`config.mk`:
```
export PLATFORM = sky130hd
export DESIGN_NAME = rom_ram_copy_ctrl
export DESIGN_NICKNAME = d
export VERILOG_FILES = /design/src/rtl/rom_ram_copy_ctrl.sv
export SDC_FILE = /design/constraint.sdc
export NUM_CORES = 1
export LEC_CHECK = 0
export ABC_CLOCK_PERIOD_IN_PS = 3200
export CAP_MARGIN = 20
export CORE_ASPECT_RATIO = 1.2
export CORE_MARGIN = 1.5
export CORE_UTILIZATION = 35
export DETAILED_ROUTE_END_ITERATION = 10
export GPL_TIMING_DRIVEN = 0
export PLACE_DENSITY = 0.68
export SLEW_MARGIN = 20
export SYNTH_ARGS = -nofsm -noshare
export SYNTH_HDL_FRONTEND = slang
export SYNTH_SLANG_ARGS = --single-unit
```
`constraint.sdc`:
```
create_clock -name clk -period 3.2 [get_ports clk]
set_clock_uncertainty 0.1 [all_clocks]
set_input_delay 0.64 -clock clk [delete_from_list [all_inputs] [get_ports clk]]
set_output_delay 0.64 -clock clk [all_outputs]
set_load 0.02 [all_outputs]
```
`src/rtl/rom_ram_copy_ctrl.sv`:
```
// Copies a block of ROM words into RAM one word per two cycles, optionally
// reading the block back and counting words where RAM disagrees with ROM.
module rom_ram_copy_ctrl #(
   parameter int unsigned DATA_WIDTH = 3,
   parameter int unsigned M          = 7
) (
   input  logic                clk,
   input  logic                rst_n,
   input  logic                start,
   input  logic                abort,
   input  logic                verify_en,
   input  logic [M:0]          base_addr,
   input  logic [M:0]          length,
   input  logic [DATA_WIDTH:0] rom_data,
   input  logic [DATA_WIDTH:0] ram_q,
   output logic [M:0]          addr,
   output logic                we,
   output logic                busy,
   output logic                done,
   output logic [7:0]          mismatch_cnt,
   output logic                aborted
);

   typedef enum logic [2:0] {
      StIdle,
      StRd,
      StWr,
      StVrd,
      StVcmp,
      StDone
   } state_e;

   localparam logic [M:0] AddrOne = (M + 1)'(1);

   state_e     state_q, state_d;
   logic [M:0] addr_q, addr_d;
   logic [M:0] cnt_q, cnt_d;
   logic [M:0] base_q, base_d;
   logic [M:0] len_q, len_d;
   logic       verify_q, verify_d;
   logic [7:0] mismatch_q, mismatch_d;
   logic       aborted_q, aborted_d;

   always_comb begin
      state_d    = state_q;
      addr_d     = addr_q;
      cnt_d      = cnt_q;
      base_d     = base_q;
      len_d      = len_q;
      verify_d   = verify_q;
      mismatch_d = mismatch_q;
      aborted_d  = aborted_q;

      case (state_q)
         StIdle: begin
            if (start && !abort) begin
               base_d     = base_addr;
               len_d      = length;
               verify_d   = verify_en;
               mismatch_d = 8'd0;
               aborted_d  = 1'b0;
               cnt_d      = length;
               addr_d     = base_addr;
               state_d    = (length == '0) ? StDone : StRd;
            end
         end
         StRd: state_d = StWr;
         StWr: begin
            cnt_d  = cnt_q - AddrOne;
            addr_d = addr_q + AddrOne;
            if (cnt_q != AddrOne) begin
               state_d = StRd;
            end else if (verify_q) begin
               // Verify pass re-walks the same block from the start.
               addr_d  = base_q;
               cnt_d   = len_q;
               state_d = StVrd;
            end else begin
               state_d = StDone;
            end
         end
         StVrd: state_d = StVcmp;
         StVcmp: begin
            if ((rom_data != ram_q) && (mismatch_q != 8'hFF)) begin
               mismatch_d = mismatch_q + 8'd1;
            end
            cnt_d   = cnt_q - AddrOne;
            addr_d  = addr_q + AddrOne;
            state_d = (cnt_q != AddrOne) ? StVrd : StDone;
         end
         StDone:  state_d = StIdle;
         default: state_d = StIdle;
      endcase

      // Abort overrides whatever the active state decided this cycle.
      if ((state_q != StIdle) && abort) begin
         state_d    = StIdle;
         addr_d     = addr_q;
         cnt_d      = cnt_q;
         mismatch_d = mismatch_q;
         aborted_d  = 1'b1;
      end
   end

   always_ff @(posedge clk) begin
      if (!rst_n) begin
         state_q    <= StIdle;
         addr_q     <= '0;
         cnt_q      <= '0;
         base_q     <= '0;
         len_q      <= '0;
         verify_q   <= 1'b0;
         mismatch_q <= 8'd0;
         aborted_q  <= 1'b0;
      end else begin
         state_q    <= state_d;
         addr_q     <= addr_d;
         cnt_q      <= cnt_d;
         base_q     <= base_d;
         len_q      <= len_d;
         verify_q   <= verify_d;
         mismatch_q <= mismatch_d;
         aborted_q  <= aborted_d;
      end
   end

   assign addr         = addr_q;
   assign we           = (state_q == StWr);
   assign busy         = (state_q != StIdle);
   assign done         = (state_q == StDone);
   assign mismatch_cnt = mismatch_q;
   assign aborted      = aborted_q;

endmodule

```
# --- After elaboration in Yosys (flattened, before gate mapping) ---
# Cells that the tools add are included.
op_classes:
  addsub: 3
  n_eq_ne: 10
  n_mux: 20
  bitwise_logic: 2
  n_reduce_logical: 16
op_table:
  columns: ["cell", "count"]
  rows:
  - ["$mux W8", 8]
  - ["$pmux W8 S3", 2]
  - ["$add A8 B1 Y8 const B", 2]
  - ["$pmux W8 S2", 1]
  - ["$mux W3", 5]
  - ["$pmux W3 S5", 1]
  - ["$logic_not A8 Y1", 1]
  - ["$ne A8 B1 Y1 const B", 1]
  - ["$ne A8 B8 Y1 const B", 1]
  - ["$sub A8 B1 Y8 const B", 1]
  - ["$eq A3 B2 Y1 const B", 2]
  - ["$eq A3 B3 Y1 const B", 2]
  - ["$reduce_bool A2 Y1", 3]
  - ["$reduce_bool A3 Y1", 2]
  - ["$ne A2 B2 Y1 const B", 2]
  - ["$ne A4 B4 Y1", 1]
  - ["$reduce_and A2 Y1", 2]
  - ["$reduce_and A4 Y1", 1]
  - ["$eq A3 B1 Y1 const B", 1]
  - ["$logic_and A1 B1 Y1", 3]
  - ["$logic_not A3 Y1", 1]
  - ["$mux W1", 3]
  - ["$reduce_and A3 Y1", 1]
  - ["$not A1 Y1", 2]
  - ["2 further kinds", 2]
word_totals:
  register_bits: 45
  in_bits: 29
  out_inout_bits: 20
  wordCells: 59

# --- Logic depth before layout (Yosys ltp) ---
# Gate-level depths: netlist of run 1.
logic_depth:
  depth_word: 5
  depth_mapped: 8

# --- Worst setup path after synthesis of run 1 ---
# Ideal clock, no wire load.
synth_path:
  path_type: "input to register"
  from: "in abort"
  to: "reg addr_q[3], in the netlist addr[3]"
  arrival_ns: 1.843
  path_slack_ns: 1.137
  stages: 7
  n_path_buf: 2
  cell_sequence: "a211oi_2 o21a_1 buf_4 nand2_2 buf_4 o221ai_1 nor2_1"
synth_via:
  elab_chain_len: 4
  elab_cells_between_ends: 6
  classes_between: "eq/ne (1); bitwise (1); reduce/logical (4)"
synth_lines:
  columns: ["element", "line", "rtl"]
  rows:
  - ["from (decl)", "10", "input logic abort,"]
  - ["$logic_not A1 Y1", "56", "if (start && !abort) begin"]
  - ["$logic_and A1 B1 Y1", "56", null]
  - ["$ne A2 B2 Y1 (no source line)", null, null]
  - ["$reduce_and A3 Y1 (no source line) *", null, null]
  - ["to (signal assigned)", "117", "addr_q <= addr_d;"]
  - ["to (decl)", "36", "logic [M:0] addr_q, addr_d;"]
# Every way passes the cells marked *; elsewhere a longest branch is shown, timed or not.
# A chain may end at the register's enable or synchronous reset.

# --- Worst setup path after layout of run 1 ---
layout_path:
  from: "in abort"
  to: "reg base_q[0]"
layout_via:
  elab_chain_len: 3
layout_lines:
  columns: ["element", "line", "rtl"]
  rows:
  - ["$logic_not A1 Y1", "56", null]
  - ["$logic_and A1 B1 Y1", "56", null]
  - ["$reduce_and A2 Y1 (no source line)", null, null]
  - ["to (signal assigned)", "119", "base_q <= base_d;"]
  - ["to (decl)", "38", "logic [M:0] base_q, base_d;"]
# Every way passes these cells.

==> results.sh, run 1 <==
export IMPL_status="finished, final reports clean"
export IMPL_routabilityCongestion=0.857
export IMPL_core_area_sq_um=7320
export IMPL_grt_pass1_vias=2474
export IMPL_vias_per_cell=5.51
export IMPL_worst_pin_slew_ns=0.799
export IMPL_grt_overflow=0
export IMPL_async_reset_ff_share_pct=0
export IMPL_slowest_delay_ns=0.73
export IMPL_combPwrFrac_pct=18.7
export IMPL_synth_warnings=0
export IMPL_crit_chain="clkdlybuf4s50_1, a211oi_2, o21ai_4, nor3_4, buf_4, nand2_1, a21boi_1"
export IMPL_ctsResizeCount=0
export IMPL_seq_area_sq_um=901
export IMPL_ctsHoldBuffers=0
export IMPL_synthesis_nets=353
export IMPL_p_seq_share_pct=50.9
export IMPL_finalMaxSlewViolations=0
export IMPL_final_hold_violation_count=0
export IMPL_ant_nets=0
export IMPL_die_y_um=98.5
export IMPL_rows=34
export IMPL_clkTransAtPathRegs_ns=0.08
export IMPL_synth_area_leaders="dfxtp_1 34%, nand2_1 7.9%, o21ai_0 3.6%, a221oi_1 3.0%, xnor2_1 3.0%"
export IMPL_setup_violations=0
export IMPL_diodes=0
export IMPL_dp_hpwl_um=5320
export IMPL_max_cap_violations=0
export IMPL_track_usage_pct=18.8
export IMPL_ir_worst_vdd_mv=0.200
export IMPL_synth_edf_count=0
export IMPL_die_area_sq_um=8130
export IMPL_fmax_mhz=345
export IMPL_period_needed_ns=2.90
export IMPL_grt_antenna_before_repair=0
export IMPL_fin_nets=408
export IMPL_synthMostInstantiatedCell="nand2_1"
export IMPL_ys_seq_area_share_pct=33.9
export IMPL_power_density_nw_per_um2=361
export IMPL_yosys_area_top_type="dfxtp_1"
export IMPL_ys_flop_type="dfxtp_1"
export IMPL_relSlewSlack_pct=46.6
export IMPL_io_pins=49
export IMPL_synthTopCellsByCount="56 x nand2_1, 45 x dfxtp_1, 19 x o21ai_0"
export IMPL_synth_area_sq_um=2660
export IMPL_postSynthCellCount=320
export IMPL_vias=2564
export IMPL_multiInputGateArea_sq_um=1630
export IMPL_cts_sinks=45
export IMPL_p_leak_nw=1.21
export IMPL_route_detailed_drc=0
export IMPL_grt_pass1_wl_um=12000
export IMPL_drt_pass1_iter_count=4
export IMPL_tns_ns=0
export IMPL_pwr_share_clk_pct=30.4
export IMPL_wire_per_inst_um=15.8
export IMPL_htree_levels=2
export IMPL_drt_iter0_markers=121
export IMPL_synth_top_area_share_pct=33.9
export IMPL_clock_latency_ns=0.30
export IMPL_cts_buffers=5
export IMPL_numPortBuffers=48
export IMPL_initial_core_util_pct=36.4
export IMPL_critical_path_startpoint_type="primary input"
export IMPL_rsz0062_at_grt="false"
export IMPL_postCtsSetupBuffers=0
export IMPL_critPathArrivalTime_ns=3.03
export IMPL_p_int_mw=0.866
export IMPL_critPathKind="in2reg"
export IMPL_drive_above_1_share_pct=9.33
export IMPL_sw_frac_of_total_pct=28.2
export IMPL_fill_cells=743
export IMPL_cts_root_buffer="clkbuf_8"
export IMPL_tritoncts="built"
export IMPL_grt_max_degree=13
export IMPL_finalWirelength_um=7370
export IMPL_clockBufferDepth=2
export IMPL_worstPathRequired_ns=3.33
export IMPL_synth_cell_types=67
export IMPL_switching_power_mw=0.341
export IMPL_period_share_pct=90.6
export IMPL_area_growth_pct=25.5
export IMPL_path_max_fanout=10
export IMPL_dieWidth_um=82.6
export IMPL_postSynthAreaPerCell_sq_um=8.31
export IMPL_post_route_util_pct=45.6
export IMPL_slowest_stage="a211oi_2"
export IMPL_cp_end_kind="register"
export IMPL_min_path_type="reg2reg"
export IMPL_synth_seq_cells=45
final cells by class:
class	count	share of cell area (%)
buffer	17	2.96
tap	90	3.37
sequential	45	27.0
multi-input combinational	250	48.8
timing repair buffer	48	14.4
clock buffer	7	2.59
inverter	8	0.899
final timing paths:
kind / slack, ns / cells past startpoint / to / from
setup / recovery: 0.30 / 7 / base_q[0]$_SDFFE_PN0P_ / abort
hold / removal: 0.35 / 2 / len_q[7]$_SDFFE_PN0P_ / len_q[7]$_SDFFE_PN0P_
setup reg to reg: 0.79 / 7 / base_q[0]$_SDFFE_PN0P_ / state_q[1]$_SDFFE_PP0P_
hold reg to reg: 0.35 / 2 / len_q[7]$_SDFFE_PN0P_ / len_q[7]$_SDFFE_PN0P_
registers in the layout, indices dropped and copies added, names as in the netlist:
signal        flops
verify_q          1
aborted           1
len_q             8
cnt_q             8
base_q            8
state_q           3
mismatch_cnt      8
addr              8
power by group through the flow:
stage	combinational (mW)	clock (mW)	sequential, mW
finish	0.226	0.367	0.614
global placement	0.222	0	0.626
CTS	0.226	0.372	0.613
detailed placement	0.225	0	0.626
floorplan	0.124	0	0.628
global route	0.247	0.396	0.618
routing by layer:
metal,share of wire (%),GRT usage (%),up-vias
li1,-,-,1268
met1,45,24.4,1224
met2,49,31.4,61
met3,4.3,3.33,11
met4,1.5,5.51,0
met5,0,0,-
logic make-up after synthesis:
group	Yosys count	synth area share, %
AO/OA/AOI/OAI	90	25.4
AND/OR/NAND/NOR	136	27.2
XOR/XNOR	15	4.94
flip-flops	45	33.9
adder cells (fa/ha/maj)	4	1.88
multiplexers	5	1.93
buffers and inverters	25	4.84
placed cells by master (no fill, tap or decap), types with 2 or more instances in the layout:
master,synthesis,layout
clkdlybuf4s50_1,0,48
nand3_1,12,12
xor2_1,6,6
a21oi_1,7,7
nor4_1,3,3
a21o_1,3,3
nor2_1,16,16
o221ai_1,6,6
buf_6,2,2
mux2i_1,4,4
a21boi_1,10,10
dfxtp_1,45,45
xnor2_1,9,9
clkbuf_8,0,6
nor2_2,2,2
nor3_1,7,7
nand2_1,56,56
a211oi_1,3,3
a221oi_1,9,9
o211a_1,2,2
ha_1,4,4
buf_2,4,4
or2_2,3,3
nand4_1,3,3
buf_4,4,4
a21boi_0,8,8
a31oi_1,6,6
and3_1,5,5
o21ai_0,19,19
clkbuf_1,6,7
inv_1,7,7
o22ai_1,3,3
nor2b_1,10,10
stage by stage:
stage	power, mW	setup WS (ns)	hold WS, ns	instances	area, sq um
after floorplan	0.753	1.14	0.334	320	2660
after global placement	0.848	0.0461	0.342	458	3250
after detailed placement	0.851	0.0299	0.346	458	3250
after CTS	1.21	0.326	0.358	465	3340
after global routing	1.26	0.217	0.380	465	3340
final	1.21	0.300	0.354	465	3340
critical path: cells and delay by family:
kind | cells | cell delay, ns
AOI/OAI and AO/OA | 3 | 1.10
buffers and inverters | 2 | 0.80
and+or+nand+nor | 2 | 0.46
No activity file was read; power rests on OpenSTA's default activity.
==> run 2, diff against run 1 <==
--- a/config.mk
+++ b/config.mk
@@ -5,14 +5,14 @@
 export SDC_FILE = /design/constraint.sdc
 export NUM_CORES = 1
 export LEC_CHECK = 0
-export ABC_CLOCK_PERIOD_IN_PS = 3200
+export ABC_CLOCK_PERIOD_IN_PS = 2480
 export CAP_MARGIN = 20
 export CORE_ASPECT_RATIO = 1.2
 export CORE_MARGIN = 1.5
 export CORE_UTILIZATION = 35
 export DETAILED_ROUTE_END_ITERATION = 10
 export GPL_TIMING_DRIVEN = 0
-export PLACE_DENSITY = 0.68
+export PLACE_DENSITY = 0.7
 export SLEW_MARGIN = 20
 export SYNTH_ARGS = -nofsm -noshare
 export SYNTH_HDL_FRONTEND = slang
==> constraint.sdc (replaced) <==
create_clock -name clk -period 2.48 [get_ports clk]
set_clock_uncertainty 0.1 [all_clocks]
set_input_delay 0.496 -clock clk [delete_from_list [all_inputs] [get_ports clk]]
set_output_delay 0.496 -clock clk [all_outputs]
set_load 0.02 [all_outputs]
==> run 2 against run 1 <==
  * Core utilization rose by 0.75 points
  * Via count is 2.1% higher
  * Sequential power rose by 29%
  * Clock power increased by 57%
  * Sequential share of layout area decreased by 0.40 points
  * Critical endpoint is now done
  * Register-to-register slack worse by 0.57 ns
  * Largest power group unchanged
  * Setup slack got worse by 0.20 ns
  * Global-route usage grew 0.19 points
  * Wire length fell by 0.31%
==> results.sh, run 2 (same netlist as run 1, synthesis figures left out) <==
export IMPL_hold_depth=2
export IMPL_critical_path_startpoint_type="register"
export IMPL_grt_antenna_before_repair=0
export IMPL_vias=2617
export IMPL_worstPathRequired_ns=1.88
export IMPL_cts_sinks=45
export IMPL_grt_pass1_vias=2513
export IMPL_post_route_util_pct=46.4
export IMPL_max_cap_violations=0
export IMPL_ir_worst_vdd_mv=0.274
export IMPL_die_area_sq_um=8130
export IMPL_finalMaxSlewViolations=0
export IMPL_drive_above_1_share_pct=10.6
export IMPL_track_usage_pct=19.0
export IMPL_setup_violations=0
export IMPL_pwr_share_clk_pct=34.6
export IMPL_routabilityCongestion=0.839
export IMPL_sw_frac_of_total_pct=27.8
export IMPL_ctsHoldBuffers=0
export IMPL_critPathKind="reg2out"
export IMPL_tritoncts="built"
export IMPL_place_area_sq_um=3250
export IMPL_clockBufferDepth=2
export IMPL_status="finished, final reports clean"
export IMPL_fin_cells=467
export IMPL_vias_per_cell=5.60
export IMPL_critPathArrivalTime_ns=1.78
export IMPL_clkTransAtPathRegs_ns=0.09
export IMPL_core_area_sq_um=7320
export IMPL_rsz0062_at_grt="false"
export IMPL_io_pins=49
export IMPL_htree_levels=2
export IMPL_combPwrFrac_pct=17.8
export IMPL_slowest_delay_ns=0.60
export IMPL_finalWirelength_um=7340
export IMPL_crit_path_start="state_q[0]$_SDFFE_PP0P_"
export IMPL_relSlewSlack_pct=51.8
export IMPL_period_share_pct=95.8
export IMPL_dp_hpwl_um=5200
export IMPL_timing_rr_start="cnt_q[0]$_SDFFE_PN0P_"
export IMPL_mostFrequentLayoutCells="55 x nand2_1, 46 x clkdlybuf4s50_1, 44 x dfxtp_1"
export IMPL_crit_chain="clkbuf_2, and2_1, clkdlybuf4s50_1"
export IMPL_area_growth_pct=27.6
export IMPL_grt_pass1_wl_um=12200
export IMPL_initial_core_util_pct=36.4
export IMPL_worst_pin_slew_ns=0.717
export IMPL_ant_nets=0
export IMPL_place_inst=458
export IMPL_drt_pass1_iter_count=4
export IMPL_p_leak_nw=1.25
export IMPL_clock_latency_ns=0.31
export IMPL_numPortBuffers=48
export IMPL_wire_per_inst_um=15.7
export IMPL_p_int_mw=1.20
export IMPL_timing_rr_end="addr[1]$_SDFFE_PN0P_"
export IMPL_rows=34
export IMPL_grt_overflow=0
export IMPL_power_density_nw_per_um2=491
export IMPL_cts_root_buffer="clkbuf_8"
export IMPL_grt_max_degree=15
export IMPL_worst_slack_ns=0.105
export IMPL_drt_iter0_markers=157
export IMPL_final_hold_violation_count=0
export IMPL_r2r_cells=7
export IMPL_p_seq_share_pct=47.6
export IMPL_dieWidth_um=82.6
export IMPL_pre_cts_slack_ns=-0.604
export IMPL_cts_buffers=5
export IMPL_final_common_cell="nand2_1"
export IMPL_slowest_stage="clkdlybuf4s50_1"
export IMPL_fin_nets=409
export IMPL_die_y_um=98.5
export IMPL_final_area_sq_um=3390
export IMPL_fmax_mhz=421
export IMPL_diodes=0
export IMPL_route_detailed_drc=0
export IMPL_period_needed_ns=2.38
export IMPL_critPathCapture="done"
export IMPL_p_total_mw=1.67
export IMPL_path_max_fanout=10
export IMPL_cp_end_kind="output pin"
export IMPL_r2r_slack_ns=0.22
export IMPL_min_path_type="reg2reg"
export IMPL_switching_power_mw=0.463
-- run 2: changes by cell type in the layout (fill, tap and decap cells not counted), sizes merged --
cell	previous run	this run
buf	11	12
clkdlybuf4s50	48	46
bufinv	0	1
clkbuf	13	12
clkinv	0	1
dlygate4sd2	0	2
-- run 2: how the worst min path moves through the flow --
stage	start	slack [ns]	to
6_report	base_q[4]$_SDFFE_PN0P_	0.36	base_q[4]$_SDFFE_PN0P_
3_3_place_gp	base_q[7]$_SDFFE_PN0P_	0.34	base_q[7]$_SDFFE_PN0P_
5_1_grt	base_q[5]$_SDFFE_PN0P_	0.39	base_q[5]$_SDFFE_PN0P_
3_5_place_dp	base_q[6]$_SDFFE_PN0P_	0.35	base_q[6]$_SDFFE_PN0P_
2_1_floorplan	base_q[3]$_SDFFE_PN0P_	0.33	base_q[3]$_SDFFE_PN0P_
4_1_cts	base_q[5]$_SDFFE_PN0P_	0.36	base_q[5]$_SDFFE_PN0P_
-- run 2: power groups by stage --
stage          clock network, mW  registers [mW]  logic (mW)
2_1_floorplan                  0           0.811       0.160
4_1_cts                    0.581           0.792       0.296
3_3_place_gp                   0           0.807       0.286
6_report                   0.577           0.792       0.297
5_1_grt                    0.611           0.799       0.322
3_5_place_dp                   0           0.808       0.289
-- run 2: repair_timing --
action / CTS / global route
resized for setup: 4 / 2
buffers inserted: 1 / 0
endpoints found under the setup margin: 29 / 2
hold endpoints to repair: 0 / 0
pin swaps: 1 / 0
-- run 2: cell type report --
class	count	area, sq um
Buffer	17	100
Clock buffer	6	72.6
Clock inverter	2	38.8
Fill cell	736	3920
Inverter	8	30.0
Multi-Input combinational cell	250	1640
Sequential cell	45	902
Tap cell	90	113
Timing Repair Buffer	49	498
-- run 2: stage by stage --
step	hold slack (ns)	TNS, ns
final	0.359	0
after global routing	0.390	0
after CTS	0.361	0
after detailed placement	0.347	-16.90
after global placement	0.342	-16.01
after floorplan	0.334	0
-- run 2: per-layer routing --
metal | share of wire [%] | track usage [%] | vias up
met3 | 4.1 | 2.59 | 13
met5 | 0 | 0 | -
met1 | 45 | 24.9 | 1260
met4 | 2.1 | 6.67 | 0
met2 | 49 | 31.4 | 70
li1 | - | - | 1274
-- run 2: critical path, delay by kind of cell (launching register included) --
family	cells	cell delay [ns]
DFF	1	0.48
and+or+nand+nor	1	0.16
buffers and inverters	2	0.86
==> run 3, diff against run 2 <==
--- a/config.mk
+++ b/config.mk
@@ -8,12 +8,12 @@
 export ABC_CLOCK_PERIOD_IN_PS = 2480
 export CAP_MARGIN = 20
 export CORE_ASPECT_RATIO = 1.2
-export CORE_MARGIN = 1.5
+export CORE_MARGIN = 4
 export CORE_UTILIZATION = 35
 export DETAILED_ROUTE_END_ITERATION = 10
 export GPL_TIMING_DRIVEN = 0
 export PLACE_DENSITY = 0.7
-export SLEW_MARGIN = 20
+export SKIP_LAST_GASP = 1
 export SYNTH_ARGS = -nofsm -noshare
 export SYNTH_HDL_FRONTEND = slang
 export SYNTH_SLANG_ARGS = --single-unit
==> run 3 against run 2 <==
  * Combinational power barely moved
  * Wire length grew 0.54%
  * Hold slack barely moved
  * Clock power decreased by 20%
  * Sequential cell count stayed put
  * Core utilization down 0.36 points
  * Register-to-register slack about the same
  * Final area decreased by 0.77%
  * Critical path depth increased by 1
  * Largest cell class unchanged
==> results.sh, run 3 (same netlist as run 1, synthesis figures left out) <==
export IMPL_htree_levels=2
export IMPL_tritoncts="built"
export IMPL_switching_power_mw=0.449
export IMPL_cp_top_family="buffers and inverters"
export IMPL_setup_violations=0
export IMPL_clockBufferDepth=2
export IMPL_cp_end_kind="output pin"
export IMPL_relSlewSlack_pct=51.7
export IMPL_timing_rr_start="cnt_q[1]$_SDFFE_PN0P_"
export IMPL_ant_nets=0
export IMPL_route_detailed_drc=0
export IMPL_combPwrFrac_pct=19.1
export IMPL_core_area_sq_um=7320
export IMPL_worst_slack_ns=0.0896
export IMPL_worstPathRequired_ns=1.88
export IMPL_vias=2556
export IMPL_pre_cts_slack_ns=-0.569
export IMPL_drt_iter0_markers=139
export IMPL_sw_frac_of_total_pct=29.0
export IMPL_critPathKind="reg2out"
export IMPL_mostFrequentLayoutCells="56 x nand2_1, 46 x clkdlybuf4s50_1, 43 x dfxtp_1"
export IMPL_p_seq_share_pct=51.1
export IMPL_crit_chain="buf_6, nor2b_1, and2_1, clkdlybuf4s50_1"
export IMPL_tns_ns=0
export IMPL_fmax_mhz=418
export IMPL_routabilityCongestion=0.852
export IMPL_grt_pass1_vias=2522
export IMPL_wire_per_inst_um=15.7
export IMPL_critPathArrivalTime_ns=1.79
export IMPL_grt_antenna_before_repair=0
export IMPL_place_area_sq_um=3250
export IMPL_path_max_fanout=10
export IMPL_critical_path_startpoint_type="register"
export IMPL_cts_sinks=45
export IMPL_path_buf_inv=2
export IMPL_finalMaxSlewViolations=0
export IMPL_area_growth_pct=26.6
export IMPL_finalWirelength_um=7380
export IMPL_pwr_share_clk_pct=29.8
export IMPL_p_total_mw=1.55
export IMPL_place_inst=458
export IMPL_cts_root_buffer="clkbuf_8"
export IMPL_grt_overflow=0
export IMPL_slowest_stage="clkdlybuf4s50_1"
export IMPL_numPortBuffers=48
export IMPL_drive_above_1_share_pct=10.8
export IMPL_io_pins=49
export IMPL_final_common_cell="nand2_1"
export IMPL_min_from="base_q[6]$_SDFFE_PN0P_"
export IMPL_worst_pin_slew_ns=0.719
export IMPL_track_usage_pct=16.6
export IMPL_p_int_mw=1.10
export IMPL_cts_buffers=5
export IMPL_period_share_pct=96.4
export IMPL_rows=34
export IMPL_grt_pass1_wl_um=12300
export IMPL_slowest_delay_ns=0.60
export IMPL_final_hold_violation_count=0
export IMPL_grt_max_degree=14
export IMPL_drt_pass1_iter_count=4
export IMPL_dieWidth_um=87.6
export IMPL_power_density_nw_per_um2=460
export IMPL_clkTransAtPathRegs_ns=0.09
export IMPL_max_cap_violations=0
export IMPL_die_area_sq_um=9070
export IMPL_final_area_sq_um=3370
export IMPL_die_y_um=104
export IMPL_fin_nets=411
export IMPL_fin_cells=469
export IMPL_crit_path_start="state_q[2]$_SDFFE_PP0P_"
export IMPL_dp_hpwl_um=5360
export IMPL_vias_per_cell=5.45
export IMPL_min_path_type="reg2reg"
export IMPL_diodes=0
export IMPL_period_needed_ns=2.39
export IMPL_p_leak_nw=1.23
export IMPL_rsz0062_at_grt="false"
export IMPL_initial_core_util_pct=36.4
export IMPL_status="finished, final reports clean"
export IMPL_clock_latency_ns=0.30
export IMPL_ir_worst_vdd_mv=0.283
## run 3: changes by cell type in the layout (fill, tap and decap cells not counted)
cell        before  now
buf_12           1    0
buf_4            4    7
bufinv_16        1    0
clkbuf_1         6    7
clkinv_4         1    0
clkinvlp_4       0    1
dfxtp_1         44   43
dfxtp_2          1    2
nand2_1         55   56
nand2_2          2    1
## run 3: worst paths after layout
path	end	slack [ns]	depth (start not counted)
setup / recovery	done	0.09	4
hold / removal	base_q[6]$_SDFFE_PN0P_	0.36	2
setup reg to reg	addr[1]$_SDFFE_PN0P_	0.21	8
hold reg to reg	base_q[6]$_SDFFE_PN0P_	0.36	2
## run 3: what timing repair did
| item | CTS | global route |
|---|---|---|
| hold buffers | 0 | 0 |
| resized for setup | 4 | 2 |
| pin swaps | 1 | 1 |
| buffers inserted | 2 | 1 |
| setup endpoints to repair | 26 | 3 |
## run 3: layout make-up
cell class / instances / area, sq um
buffer: 17 / 100
tap: 90 / 113
inverter: 8 / 30.0
clock inverter: 1 / 7.51
timing repair buffer: 51 / 500
clock buffer: 7 / 76.3
sequential: 45 / 903
multi-input combinational: 250 / 1640
fill: 742 / 3950
## run 3: tightest hold or removal path, cell delays in order, from the launching register on
cell      delay [ns]
dfxtp_1         0.32
nand2_1         0.05
a21boi_1        0.05
## run 3: power groups by stage
stage / Sequential [mW] / Combinational [mW] / Clock [mW]
2_1_floorplan: 0.811 / 0.160 / 0
3_3_place_gp: 0.807 / 0.286 / 0
3_5_place_dp: 0.808 / 0.289 / 0
4_1_cts: 0.792 / 0.295 / 0.467
5_1_grt: 0.798 / 0.324 / 0.496
6_report: 0.792 / 0.296 / 0.462
## run 3: stage by stage
| stage | hold slack (ns) | utilization [%] |
|---|---|---|
| finish | 0.359 | 46.0 |
| global route | 0.381 | 46.0 |
| global placement | 0.342 | 44.5 |
| floorplan | 0.334 | - |
| detailed placement | 0.345 | 44.5 |
| CTS | 0.359 | 45.9 |
## run 3: metal layers
layer	up-vias	routed length, um	global-route usage, %	part of all wire [%]
li1	1279	-	-	-
met1	1211	3250	20.9	44
met2	55	3660	27.8	50
met5	-	0	0	0
met4	0	141	5.48	1.9
met3	11	330	3.26	4.5
